### src/rtl/signals.sv
// Shared execute-stage types: HI/LO operation encoding and muldiv sequencer state.
// Pure declarations; no timing or flow control of its own.
package signals;

  typedef enum logic [3:0] {
    MULT  = 4'd0,
    MULTU = 4'd1,
    DIV   = 4'd2,
    DIVU  = 4'd3,
    MADD  = 4'd4,
    MADDU = 4'd5,
    MSUB  = 4'd6,
    MSUBU = 4'd7,
    MTHI  = 4'd8,
    MTLO  = 4'd9
  } muldiv_op_t;

  typedef logic [1:0] muldiv_state_t;

  localparam muldiv_state_t ST_IDLE = 2'd0;
  localparam muldiv_state_t ST_MUL  = 2'd1;
  localparam muldiv_state_t ST_DIV  = 2'd2;
  localparam muldiv_state_t ST_FIX  = 2'd3;

  function automatic logic op_is_signed(input muldiv_op_t o);
    return o inside {MULT, DIV, MADD, MSUB};
  endfunction

  function automatic logic op_is_div(input muldiv_op_t o);
    return o inside {DIV, DIVU};
  endfunction

  function automatic logic op_is_acc(input muldiv_op_t o);
    return o inside {MADD, MADDU, MSUB, MSUBU};
  endfunction

  function automatic logic op_is_mul(input muldiv_op_t o);
    return o inside {MULT, MULTU, MADD, MADDU, MSUB, MSUBU};
  endfunction

endpackage

### src/rtl/muldiv_sequencer_if.sv
// Issue/result bundle between the execute stage and the HI/LO sequencer.
// master = pipeline side, slave = sequencer side.
interface muldiv_sequencer_if;
  import signals::*;

  logic        start;
  muldiv_op_t  op;
  logic [31:0] src_a;
  logic [31:0] src_b;
  logic        flush;
  logic        read_req;
  logic        busy;
  logic        stall;
  logic        done;
  logic        illegal;
  logic [31:0] hi;
  logic [31:0] lo;

  modport master (
    output start, op, src_a, src_b, flush, read_req,
    input  busy, stall, done, illegal, hi, lo
  );

  modport slave (
    input  start, op, src_a, src_b, flush, read_req,
    output busy, stall, done, illegal, hi, lo
  );

endinterface

### src/rtl/divider_core.sv
// Unsigned restoring divider datapath: load primes the shift registers, each step retires one quotient bit.
// 32 steps per divide; no flow control, the caller owns step sequencing.
module divider_core (
  input  logic        clk,
  input  logic        rst_n,
  input  logic        load,
  input  logic        step,
  input  logic [31:0] dividend,
  input  logic [31:0] divisor,
  output logic [31:0] quotient,
  output logic [31:0] remainder
);

  logic [31:0] dvs_q;
  logic [31:0] rem_q;
  logic [31:0] quo_q;
  logic [32:0] shifted;
  logic [32:0] diff;

  assign shifted = {rem_q, quo_q[31]};
  // diff[32] set means the trial subtraction borrowed, so the partial remainder is restored
  assign diff    = shifted - {1'b0, dvs_q};

  always_ff @(posedge clk or negedge rst_n) begin
    if (!rst_n) begin
      dvs_q <= '0;
      rem_q <= '0;
      quo_q <= '0;
    end else if (load) begin
      dvs_q <= divisor;
      rem_q <= '0;
      quo_q <= dividend;
    end else if (step) begin
      rem_q <= diff[32] ? shifted[31:0] : diff[31:0];
      quo_q <= {quo_q[30:0], ~diff[32]};
    end
  end

  assign quotient  = quo_q;
  assign remainder = rem_q;

endmodule

### src/rtl/muldiv_sequencer.sv
// HI/LO owner: MTxx in 1 edge, MUL-class 1 busy cycle, DIV-class 33 busy cycles; stall holds upstream while busy.
// Accumulate ops (MADD/MSUB family) exist only when MULDIV_MADD_EN is defined; otherwise they pulse illegal.
module muldiv_sequencer
  import signals::*;
(
  input logic              clk,
  input logic              rst_n,
  muldiv_sequencer_if.slave bus
);

`ifdef MULDIV_MADD_EN
  localparam bit ACC_EN = 1'b1;
`else
  localparam bit ACC_EN = 1'b0;
`endif

  muldiv_state_t state_q;
  logic [4:0]    count_q;
  logic [31:0]   a_q;
  logic [31:0]   b_q;
  muldiv_op_t    op_q;
  logic [31:0]   hi_q;
  logic [31:0]   lo_q;
  logic          illegal_q;

  logic          in_signed;
  logic [31:0]   mag_a;
  logic [31:0]   mag_b;
  logic          div_load;
  logic [31:0]   quotient;
  logic [31:0]   remainder;
  logic [63:0]   ext_a;
  logic [63:0]   ext_b;
  logic [63:0]   product;
  logic [63:0]   mul_res;
  logic          q_signed;
  logic [31:0]   fix_hi;
  logic [31:0]   fix_lo;

  assign in_signed = op_is_signed(bus.op);
  assign mag_a     = (in_signed && bus.src_a[31]) ? -bus.src_a : bus.src_a;
  assign mag_b     = (in_signed && bus.src_b[31]) ? -bus.src_b : bus.src_b;
  assign div_load  = (state_q == ST_IDLE) && bus.start && !bus.flush && op_is_div(bus.op);

  divider_core u_div (
    .clk       (clk),
    .rst_n     (rst_n),
    .load      (div_load),
    .step      (state_q == ST_DIV),
    .dividend  (mag_a),
    .divisor   (mag_b),
    .quotient  (quotient),
    .remainder (remainder)
  );

  // One unsigned 64x64 multiplier; sign-extending the operands gives the signed product mod 2^64
  assign q_signed = op_is_signed(op_q);
  assign ext_a    = q_signed ? {{32{a_q[31]}}, a_q} : {32'd0, a_q};
  assign ext_b    = q_signed ? {{32{b_q[31]}}, b_q} : {32'd0, b_q};
  assign product  = ext_a * ext_b;

  always_comb begin
    mul_res = product;
`ifdef MULDIV_MADD_EN
    if (op_q inside {MADD, MADDU}) begin
      mul_res = {hi_q, lo_q} + product;
    end else if (op_q inside {MSUB, MSUBU}) begin
      mul_res = {hi_q, lo_q} - product;
    end
`endif
  end

  always_comb begin
    fix_hi = remainder;
    fix_lo = quotient;
    if (b_q == 32'd0) begin
      fix_hi = a_q;
      fix_lo = 32'hFFFF_FFFF;
    end else if (q_signed) begin
      fix_lo = (a_q[31] ^ b_q[31]) ? -quotient : quotient;
      fix_hi = a_q[31] ? -remainder : remainder;
    end
  end

  always_ff @(posedge clk or negedge rst_n) begin
    if (!rst_n) begin
      state_q   <= ST_IDLE;
      count_q   <= '0;
      a_q       <= '0;
      b_q       <= '0;
      op_q      <= MULT;
      hi_q      <= '0;
      lo_q      <= '0;
      illegal_q <= 1'b0;
    end else begin
      illegal_q <= 1'b0;
      if (bus.flush) begin
        state_q <= ST_IDLE;
      end else begin
        case (state_q)
          ST_IDLE: begin
            if (bus.start) begin
              a_q  <= bus.src_a;
              b_q  <= bus.src_b;
              op_q <= bus.op;
              if (bus.op == MTHI) begin
                hi_q <= bus.src_a;
              end else if (bus.op == MTLO) begin
                lo_q <= bus.src_a;
              end else if (op_is_div(bus.op)) begin
                state_q <= ST_DIV;
                count_q <= 5'd31;
              end else if (op_is_acc(bus.op) && !ACC_EN) begin
                illegal_q <= 1'b1;
              end else if (op_is_mul(bus.op)) begin
                state_q <= ST_MUL;
              end
            end
          end
          ST_MUL: begin
            {hi_q, lo_q} <= mul_res;
            state_q      <= ST_IDLE;
          end
          ST_DIV: begin
            count_q <= count_q - 5'd1;
            if (count_q == 5'd0) begin
              state_q <= ST_FIX;
            end
          end
          ST_FIX: begin
            hi_q    <= fix_hi;
            lo_q    <= fix_lo;
            state_q <= ST_IDLE;
          end
          default: state_q <= ST_IDLE;
        endcase
      end
    end
  end

  assign bus.busy    = (state_q != ST_IDLE);
  assign bus.stall   = bus.busy && (bus.start || bus.read_req);
  assign bus.done    = ((state_q == ST_MUL) || (state_q == ST_FIX)) && !bus.flush;
  assign bus.illegal = illegal_q;
  assign bus.hi      = hi_q;
  assign bus.lo      = lo_q;

endmodule

### src/flat_wrapper.sv
// flat-port wrapper written by rule: the top's interface ports become plain ports
module muldiv_sequencer_flat import signals::*;
  (clk, rst_n, bus_start, bus_op, bus_src_a, bus_src_b, bus_flush, bus_read_req, bus_busy, bus_stall, bus_done, bus_illegal, bus_hi, bus_lo);
  muldiv_sequencer_if bus_i ();
  input logic clk;
  input logic rst_n;
  input wire logic [$bits(bus_i.start)-1:0] bus_start;
  input wire logic [$bits(bus_i.op)-1:0] bus_op;
  input wire logic [$bits(bus_i.src_a)-1:0] bus_src_a;
  input wire logic [$bits(bus_i.src_b)-1:0] bus_src_b;
  input wire logic [$bits(bus_i.flush)-1:0] bus_flush;
  input wire logic [$bits(bus_i.read_req)-1:0] bus_read_req;
  output wire logic [$bits(bus_i.busy)-1:0] bus_busy;
  output wire logic [$bits(bus_i.stall)-1:0] bus_stall;
  output wire logic [$bits(bus_i.done)-1:0] bus_done;
  output wire logic [$bits(bus_i.illegal)-1:0] bus_illegal;
  output wire logic [$bits(bus_i.hi)-1:0] bus_hi;
  output wire logic [$bits(bus_i.lo)-1:0] bus_lo;
  assign bus_i.start = bus_start;
  assign bus_i.op = bus_op;
  assign bus_i.src_a = bus_src_a;
  assign bus_i.src_b = bus_src_b;
  assign bus_i.flush = bus_flush;
  assign bus_i.read_req = bus_read_req;
  assign bus_busy = bus_i.busy;
  assign bus_stall = bus_i.stall;
  assign bus_done = bus_i.done;
  assign bus_illegal = bus_i.illegal;
  assign bus_hi = bus_i.hi;
  assign bus_lo = bus_i.lo;
  muldiv_sequencer u_core (.clk(clk), .rst_n(rst_n), .bus(bus_i));
endmodule
### config.mk
export PLATFORM = sky130hd
export DESIGN_NAME = muldiv_sequencer_flat
export DESIGN_NICKNAME = d
export VERILOG_FILES = /design/src/rtl/signals.sv /design/src/rtl/muldiv_sequencer_if.sv /design/src/rtl/divider_core.sv /design/src/rtl/muldiv_sequencer.sv /design/src/flat_wrapper.sv
export SDC_FILE = /design/constraint.sdc
export NUM_CORES = 2
export LEC_CHECK = 0
export ABC_AREA = 1
export CAP_MARGIN = 20
export CORE_UTILIZATION = 51
export DETAILED_ROUTE_END_ITERATION = 8
export HOLD_SLACK_MARGIN = 0.15
export PLACE_DENSITY = 0.73
export SETUP_SLACK_MARGIN = 0.5
export SYNTH_ARGS = -nofsm -noshare
export SYNTH_HDL_FRONTEND = slang
export SYNTH_SLANG_ARGS = --single-unit
### constraint.sdc
create_clock -name clk -period 8.6 [get_ports clk]
set_input_delay 1.72 -clock clk [delete_from_list [all_inputs] [get_ports clk]]
set_output_delay 1.72 -clock clk [all_outputs]
set_load 0.02 [all_outputs]
# ---- Yosys cells after proc, flatten, opt, wreduce, memory -nomap -nowiden
# Index checks and enable logic that the tools add are counted.
dict set report word_totals {
  input_bits 73
  ff_bits 236
  word_cells 121
}
dict set report classes {
  bitwise_logic 3
  multipliers 1
  addsub 6
  muxes 43
  n_eq_ne 27
  n_reduce_logical 30
}
# op n
set op_table {}
lappend op_table {{32-bit two-way mux} 18}
lappend op_table {{32-bit case mux with 3 select lines} 2}
lappend op_table {{64-bit two-way mux} 2}
lappend op_table {{32-bit negation} 4}
lappend op_table {{64-bit by 64-bit multiplier with 64-bit output} 1}
lappend op_table {{33-bit by 32-bit subtractor with 33-bit output} 1}
lappend op_table {{32-bit logical NOT} 1}
lappend op_table {{4-bit by 3-bit == test with 1-bit output, second input constant} 6}
lappend op_table {{5-bit two-way mux} 4}
lappend op_table {{2-bit two-way mux} 8}
lappend op_table {{4-bit by 2-bit == test with 1-bit output, second input constant} 3}
lappend op_table {{2-bit != test, second input constant} 6}
lappend op_table {{6-bit AND reduction} 2}
lappend op_table {{4-bit nonzero test} 3}
lappend op_table {{5-bit case mux with 2 select lines} 1}
lappend op_table {{3-bit != test, second input constant} 3}
lappend op_table {{4-bit == test, second input constant} 2}
lappend op_table {{4-bit logical NOT} 2}
lappend op_table {{4-bit != test, second input constant} 2}
lappend op_table {{2-bit nonzero test} 4}
lappend op_table {{1-bit logical AND} 7}
lappend op_table {{1-bit two-way mux} 7}
lappend op_table {{2-bit case mux with 3 select lines} 1}
lappend op_table {{6-bit nonzero test} 1}
lappend op_table {{other kinds (16)} 19}

# ---- Longest topological paths before layout
dict set report depth {
  word_depth 10
  mapped_depth 44
  depth_no_buf 43
}

# ---- Hierarchy
# A second synthesis with hierarchy kept.
dict set report hier_totals {
  hier_cells 8618
  hier_area_um2 66348.6
}
# module instances cells_each area_per_inst_um2
set modules_own_cells {}
lappend modules_own_cells {muldiv_sequencer 1 7588 59519.6}
lappend modules_own_cells {divider_core 1 1030 6829.0}

# ---- Worst setup path before layout
# No wires, ideal clock.
dict set report synth_timing {
  path_kind {register to register}
  from {register u_core.op_q[0]}
  to {register u_core.hi_q[31], in the netlist u_core.bus.hi[31]}
  arrival_ns 9.251
  synth_period_minus_slack_ns 9.313
  path_buffers 4
  t_required_ns 8.538
  slack_ns -0.713
  setup_ns 0.062
  stages_incl_launch_ff 38
  path_cell_list {dfrtp_1 -> nor2_2 -> buf_4 -> inv_2 -> clkbuf_1 -> buf_1 -> clkbuf_1 -> nor2_1 -> fa_1 -> inv_1 -> fa_1 -> inv_1 -> fa_1 -> inv_1 -> fa_1 -> inv_1 -> fa_1 -> fa_1 -> [2 not listed] -> fa_1 -> fa_1 -> fa_1 -> inv_1 -> ha_1 -> inv_1 -> nor3_1 -> nand2_1 -> nor2_1 -> and3_1 -> nand2_1 -> nand3_1 -> inv_1 -> nand3_1 -> nand3_1 -> nand3_1 -> nand2_1 -> inv_1}
}
dict set report synth_between {
  elab_chain_len 5
}
# element line
set synth_rtl {}
lappend synth_rtl {{start: declaration} muldiv_sequencer.sv:21} ;# muldiv_op_t op_q;
lappend synth_rtl {{start signal: assignment} muldiv_sequencer.sv:105} ;# op_q <= bus.op;
lappend synth_rtl {{4-bit by 2-bit == test with 1-bit output (tied with other cells)} signals.sv:26} ;# return o inside {MULT, DIV, MADD, MSUB};
lappend synth_rtl {{4-bit nonzero test (*)} signals.sv:26}
lappend synth_rtl {{64-bit two-way mux (tied with other cells)} muldiv_sequencer.sv:58} ;# assign ext_a = q_signed ? {{32{a_q[31]}}, a_q} : {32'd0, a_q};
lappend synth_rtl {{64-bit by 64-bit multiplier with 64-bit output / 32-bit two-way mux (equally long branches)} {muldiv_sequencer.sv:60, muldiv_sequencer.sv:76}}
lappend synth_rtl {{32-bit case mux with 3 select lines (*)} muldiv_sequencer.sv:100} ;# case (state_q)
lappend synth_rtl {{end signal: assignment} muldiv_sequencer.sv:107} ;# hi_q <= bus.src_a;
lappend synth_rtl {{end signal: assignment} muldiv_sequencer.sv:121} ;# {hi_q, lo_q} <= mul_res;
lappend synth_rtl {{end signal: assignment} muldiv_sequencer.sv:131} ;# hi_q <= fix_hi;
lappend synth_rtl {{end: declaration} muldiv_sequencer.sv:22} ;# logic [31:0] hi_q;
# Mark *: on every way between the ends. The rest lies on a longest branch, timed or not.
# A chain may end at the register's enable or synchronous reset.

# ---- Final worst setup path
dict set report layout_timing {
  from {register u_core.op_q[3]}
  to {register u_core.hi_q[12], in the netlist u_core.bus.hi[12]}
}
# The elaborated chain is that of the path after synthesis.

==> parameters.txt <==
Parameter                              Value

Cells and area
  Share of cells above drive strength 1    0.163
  Synthesis-to-layout area growth    19.5%
  Number of nets in the layout    10700
  Total area of multi-input combinational cells    50700 sq um
  Area occupied by registers    5870 sq um
  Fillers    11200

Timing
  Unrepaired setup endpoints after global routing    true
  Final period util    0.995
  Worst slew pin tran    1.11 ns
  Number of failing hold endpoints at the final stage    0
  Top achievable clock speed    0.117 GHz
  Final Max Tran Viols    0
  Crit path time final    8.56 ns
  Final setup violation count    0
  Final Worst Setup Slack    0.0393 ns
  Max_slew headroom    0.259
  Worst-case clock skew    0.0149 ns

GRT
  Tot GR Track Use    0.400
  Sum of overflow across all layers after global routing    0
  Number of antenna violations at the first check in global routing    12
  Maximum number of pins on one net before global-route repair    126
  Via count of the first global-routing pass    60300
  Global-route wire length before repair    377 mm

Critical path
  CP Max Fanout    10
  Setup crit end kind    flop
  Worst setup path class    flop to flop
  Required time worst endpoint    9.09 ns
  Data arrival time of the critical path    9.05 ns
  Critical path startpoint category    flop
  Critical Path Most Common Cell    sky130_fd_sc_hd__fa_1
  Reg2reg setup slack    0.04 ns
  Biggest cell delay along the critical path    0.55 ns
  Slowest stage cell on the critical path    sky130_fd_sc_hd__fa_1

Drt
  Detailed router's first-iteration violation count    5769
  Routed wire length    249 mm
  Residual antenna-violating net count after detailed routing    0
  DR WL/cell    23.6 um
  Total number of vias    57300
  Detailed-router iteration count before antenna repair    6
  Average via count per standard cell    5.42
  Post-route DRC violation count    0

Synthesis
  Post-synth EDFFs    0
  Fraction of registers with async set/reset    1.00
  Post-synthesis sequential element count    234
  Syn. warnings    0
  Top cells by instance count after synthesis    sky130_fd_sc_hd__inv_1 (2348), sky130_fd_sc_hd__nand2_1 (1838), sky130_fd_sc_hd__fa_1 (1420)
  Sequential fraction of the synthesis area    0.0903
  Cell types with the largest area share after synthesis    sky130_fd_sc_hd__fa_1 (44%), sky130_fd_sc_hd__inv_1 (14%), sky130_fd_sc_hd__nand2_1 (11%), sky130_fd_sc_hd__dfrtp_1 (9.0%), sky130_fd_sc_hd__ha_1 (6.7%)
  Most frequent cell after synthesis    sky130_fd_sc_hd__inv_1
  Net count after synthesis    10100
  Mean instance size in the synthesized netlist    7.87 sq um
  Most instantiated flip-flop cell in the synthesis netlist    sky130_fd_sc_hd__dfrtp_1
  Fraction of synthesized cell area taken by the top area cell type    0.439
  Library cells used by synthesis    63
  Gate count of the mapped netlist    8239
  Netlist Area Pre-Place    64800 sq um
  Library cell with the largest summed area after synthesis    sky130_fd_sc_hd__fa_1

Place
  Count of input and output buffers    140
  Setup slack after placement    -0.346 ns
  Detailed-placement wirelength estimate    211 mm
  Weighted congestion at the end of routability-driven global placement    1.07

Clock tree
  Clock latency at the later pin of the worst-skew pair    0.60 ns
  TritonCTS clock tree    built
  Inserted Clock Buffers    26
  Clock slew seen by the registers of the worst setup and hold paths    0.07 ns
  Root buffer cell    sky130_fd_sc_hd__clkbuf_16
  Bufs on Longest Clock Path    3
  H-Tree Level Count    1
  Clock sinks    234

Die
  Num rows    130
  Number of primary I/O pins    141
  Vertical extent of the die    359 um
  Chip Width    359 um
  Effective utilization at floorplan    0.515
  Placeable Area    126000 sq um
  Area of the die    129000 sq um

Worst hold path
  Worst Hold Class    flop to flop

Run status
  Status    finished, final reports clean

Run
  Number of violations of the max-capacitance limit    0
==> through the flow <==
| step | hold slack (ns) | area, sq um | setup TNS, ns | utilization | std cells |
|---|---|---|---|---|---|
| detailed placement | 0.478 | 74100 | -0.797 | 0.589 | 10500 |
| global route | 0.508 | 77500 | -1.87 | 0.615 | 10600 |
| finish | 0.493 | 77500 | 0 | 0.615 | 10600 |
| floorplan | 0.453 | 65100 | 0 | - | 8239 |
| global placement | 0.468 | 74100 | -0.628 | 0.589 | 10500 |
| CTS | 0.494 | 76300 | 0 | 0.606 | 10500 |
==> per-layer routing <==
layer | GRT usage | routed length (um) | part of all wire | vias to the layer above
met3 | 0.114 | 29000 | 0.12 | 630
met4 | 0.184 | 14600 | 0.058 | 8
met5 | 0.0159 | 322 | 0.0013 | -
met2 | 0.614 | 109000 | 0.44 | 2989
li1 | - | - | - | 25200
met1 | 0.524 | 96100 | 0.39 | 28500
==> placed cells by master, fill, tap and decap left out, types with 12 or more instances in the layout <==
cell type and instances:
sky130_fd_sc_hd__a21oi_1 202, sky130_fd_sc_hd__a21oi_2 50, sky130_fd_sc_hd__a31oi_1 27, sky130_fd_sc_hd__buf_12 91
sky130_fd_sc_hd__buf_4 722, sky130_fd_sc_hd__buf_6 24, sky130_fd_sc_hd__clkbuf_16 28, sky130_fd_sc_hd__clkdlybuf4s50_1 139
sky130_fd_sc_hd__dfrtp_1 223, sky130_fd_sc_hd__fa_1 1340, sky130_fd_sc_hd__fa_2 80, sky130_fd_sc_hd__ha_1 299
sky130_fd_sc_hd__ha_4 47, sky130_fd_sc_hd__inv_1 2272, sky130_fd_sc_hd__inv_2 93, sky130_fd_sc_hd__nand2_1 1784
sky130_fd_sc_hd__nand2_2 48, sky130_fd_sc_hd__nand2_4 16, sky130_fd_sc_hd__nand3_1 207, sky130_fd_sc_hd__nand3_2 17
sky130_fd_sc_hd__nand3b_1 16, sky130_fd_sc_hd__nand4_1 25, sky130_fd_sc_hd__nor2_1 327, sky130_fd_sc_hd__nor2_2 59
sky130_fd_sc_hd__nor2_4 41, sky130_fd_sc_hd__nor3_1 49, sky130_fd_sc_hd__nor3_2 12, sky130_fd_sc_hd__nor4_1 19
sky130_fd_sc_hd__o211ai_1 20, sky130_fd_sc_hd__o21ai_0 220, sky130_fd_sc_hd__o21ai_1 95, sky130_fd_sc_hd__o21ai_2 23
sky130_fd_sc_hd__o21bai_1 16, sky130_fd_sc_hd__o221ai_1 22, sky130_fd_sc_hd__or2_2 23, sky130_fd_sc_hd__xnor2_1 22
sky130_fd_sc_hd__xor2_1 69
==> critical path, delay by kind of cell, from the launching register on <==
| family | cells | cell delay [ns] |
|---|---|---|
| buffers and inverters | 11 | 0.79 |
| DFF | 1 | 0.41 |
| adders and majority gates | 11 | 5.40 |
| and+or+nand+nor | 8 | 1.09 |
| AOI/OAI and AO/OA | 6 | 0.74 |
==> cell families (layout without fill, tap and decap cells) <==
| logic type | after synthesis | after routing | share of synthesized area |
|---|---|---|---|
| DFF | 234 | 234 | 0.0903 |
| xor gates and xnor gates | 93 | 93 | 0.0126 |
| other | 0 | 8 | 0 |
| and+or+nand+nor | 2662 | 2662 | 0.167 |
| adders and majority gates | 1767 | 1767 | 0.506 |
| buffers and inverters | 2725 | 3405 | 0.159 |
| AOI/OAI and AO/OA | 758 | 758 | 0.0654 |
==> worst paths after layout <==
kind / startpoint / to / depth (start not counted)
max: u_core.op_q[3]$_DFFE_PN0P_ / u_core.bus.hi[12]$_DFFE_PN0P_ / 36
min: u_core.u_div.dvs_q[2]$_DFFE_PN0P_ / u_core.u_div.dvs_q[2]$_DFFE_PN0P_ / 2
max reg2reg: u_core.op_q[3]$_DFFE_PN0P_ / u_core.bus.hi[12]$_DFFE_PN0P_ / 36
min reg2reg: u_core.u_div.dvs_q[2]$_DFFE_PN0P_ / u_core.u_div.dvs_q[2]$_DFFE_PN0P_ / 2
max in group asynchronous: rst_n / u_core.a_q[27]$_DFFE_PN0P_ / 2
min in group asynchronous: rst_n / u_core.count_q[0]$_DFFE_PN0P_ / 1
==> cell type report <==
class                      count  share of cell area
sequential                   234              0.0758
timing repair buffer         987               0.117
clock inverter                 9            0.000953
inverter                    2375               0.115
tap                         1650              0.0266
antenna                        8            0.000258
multi-input combinational   5280               0.654
clock buffer                  34             0.00958
==> state kept, by name, summed over array words and instances (netlist names) <==
name	cells
u_core.a_q	32
u_core.b_q	32
u_core.bus.hi	32
u_core.bus.illegal	1
u_core.bus.lo	32
u_core.count_q	5
u_core.op_q	2
u_core.state_q	2
u_core.u_div.dvs_q	32
u_core.u_div.quotient	32
u_core.u_div.remainder	32
==> what timing repair did <==
action / CTS / global route
cloned: 2 / 1
hold buffers: 0 / 0
setup buffers: 30 / 26
resized for setup: 285 / 305
setup endpoints to repair: 48 / 51
pin swaps: 87 / 146
Power is left out: the tool's default activity adds up to more than one toggle a clock period on the data nets, which glitch-free logic cannot reach.
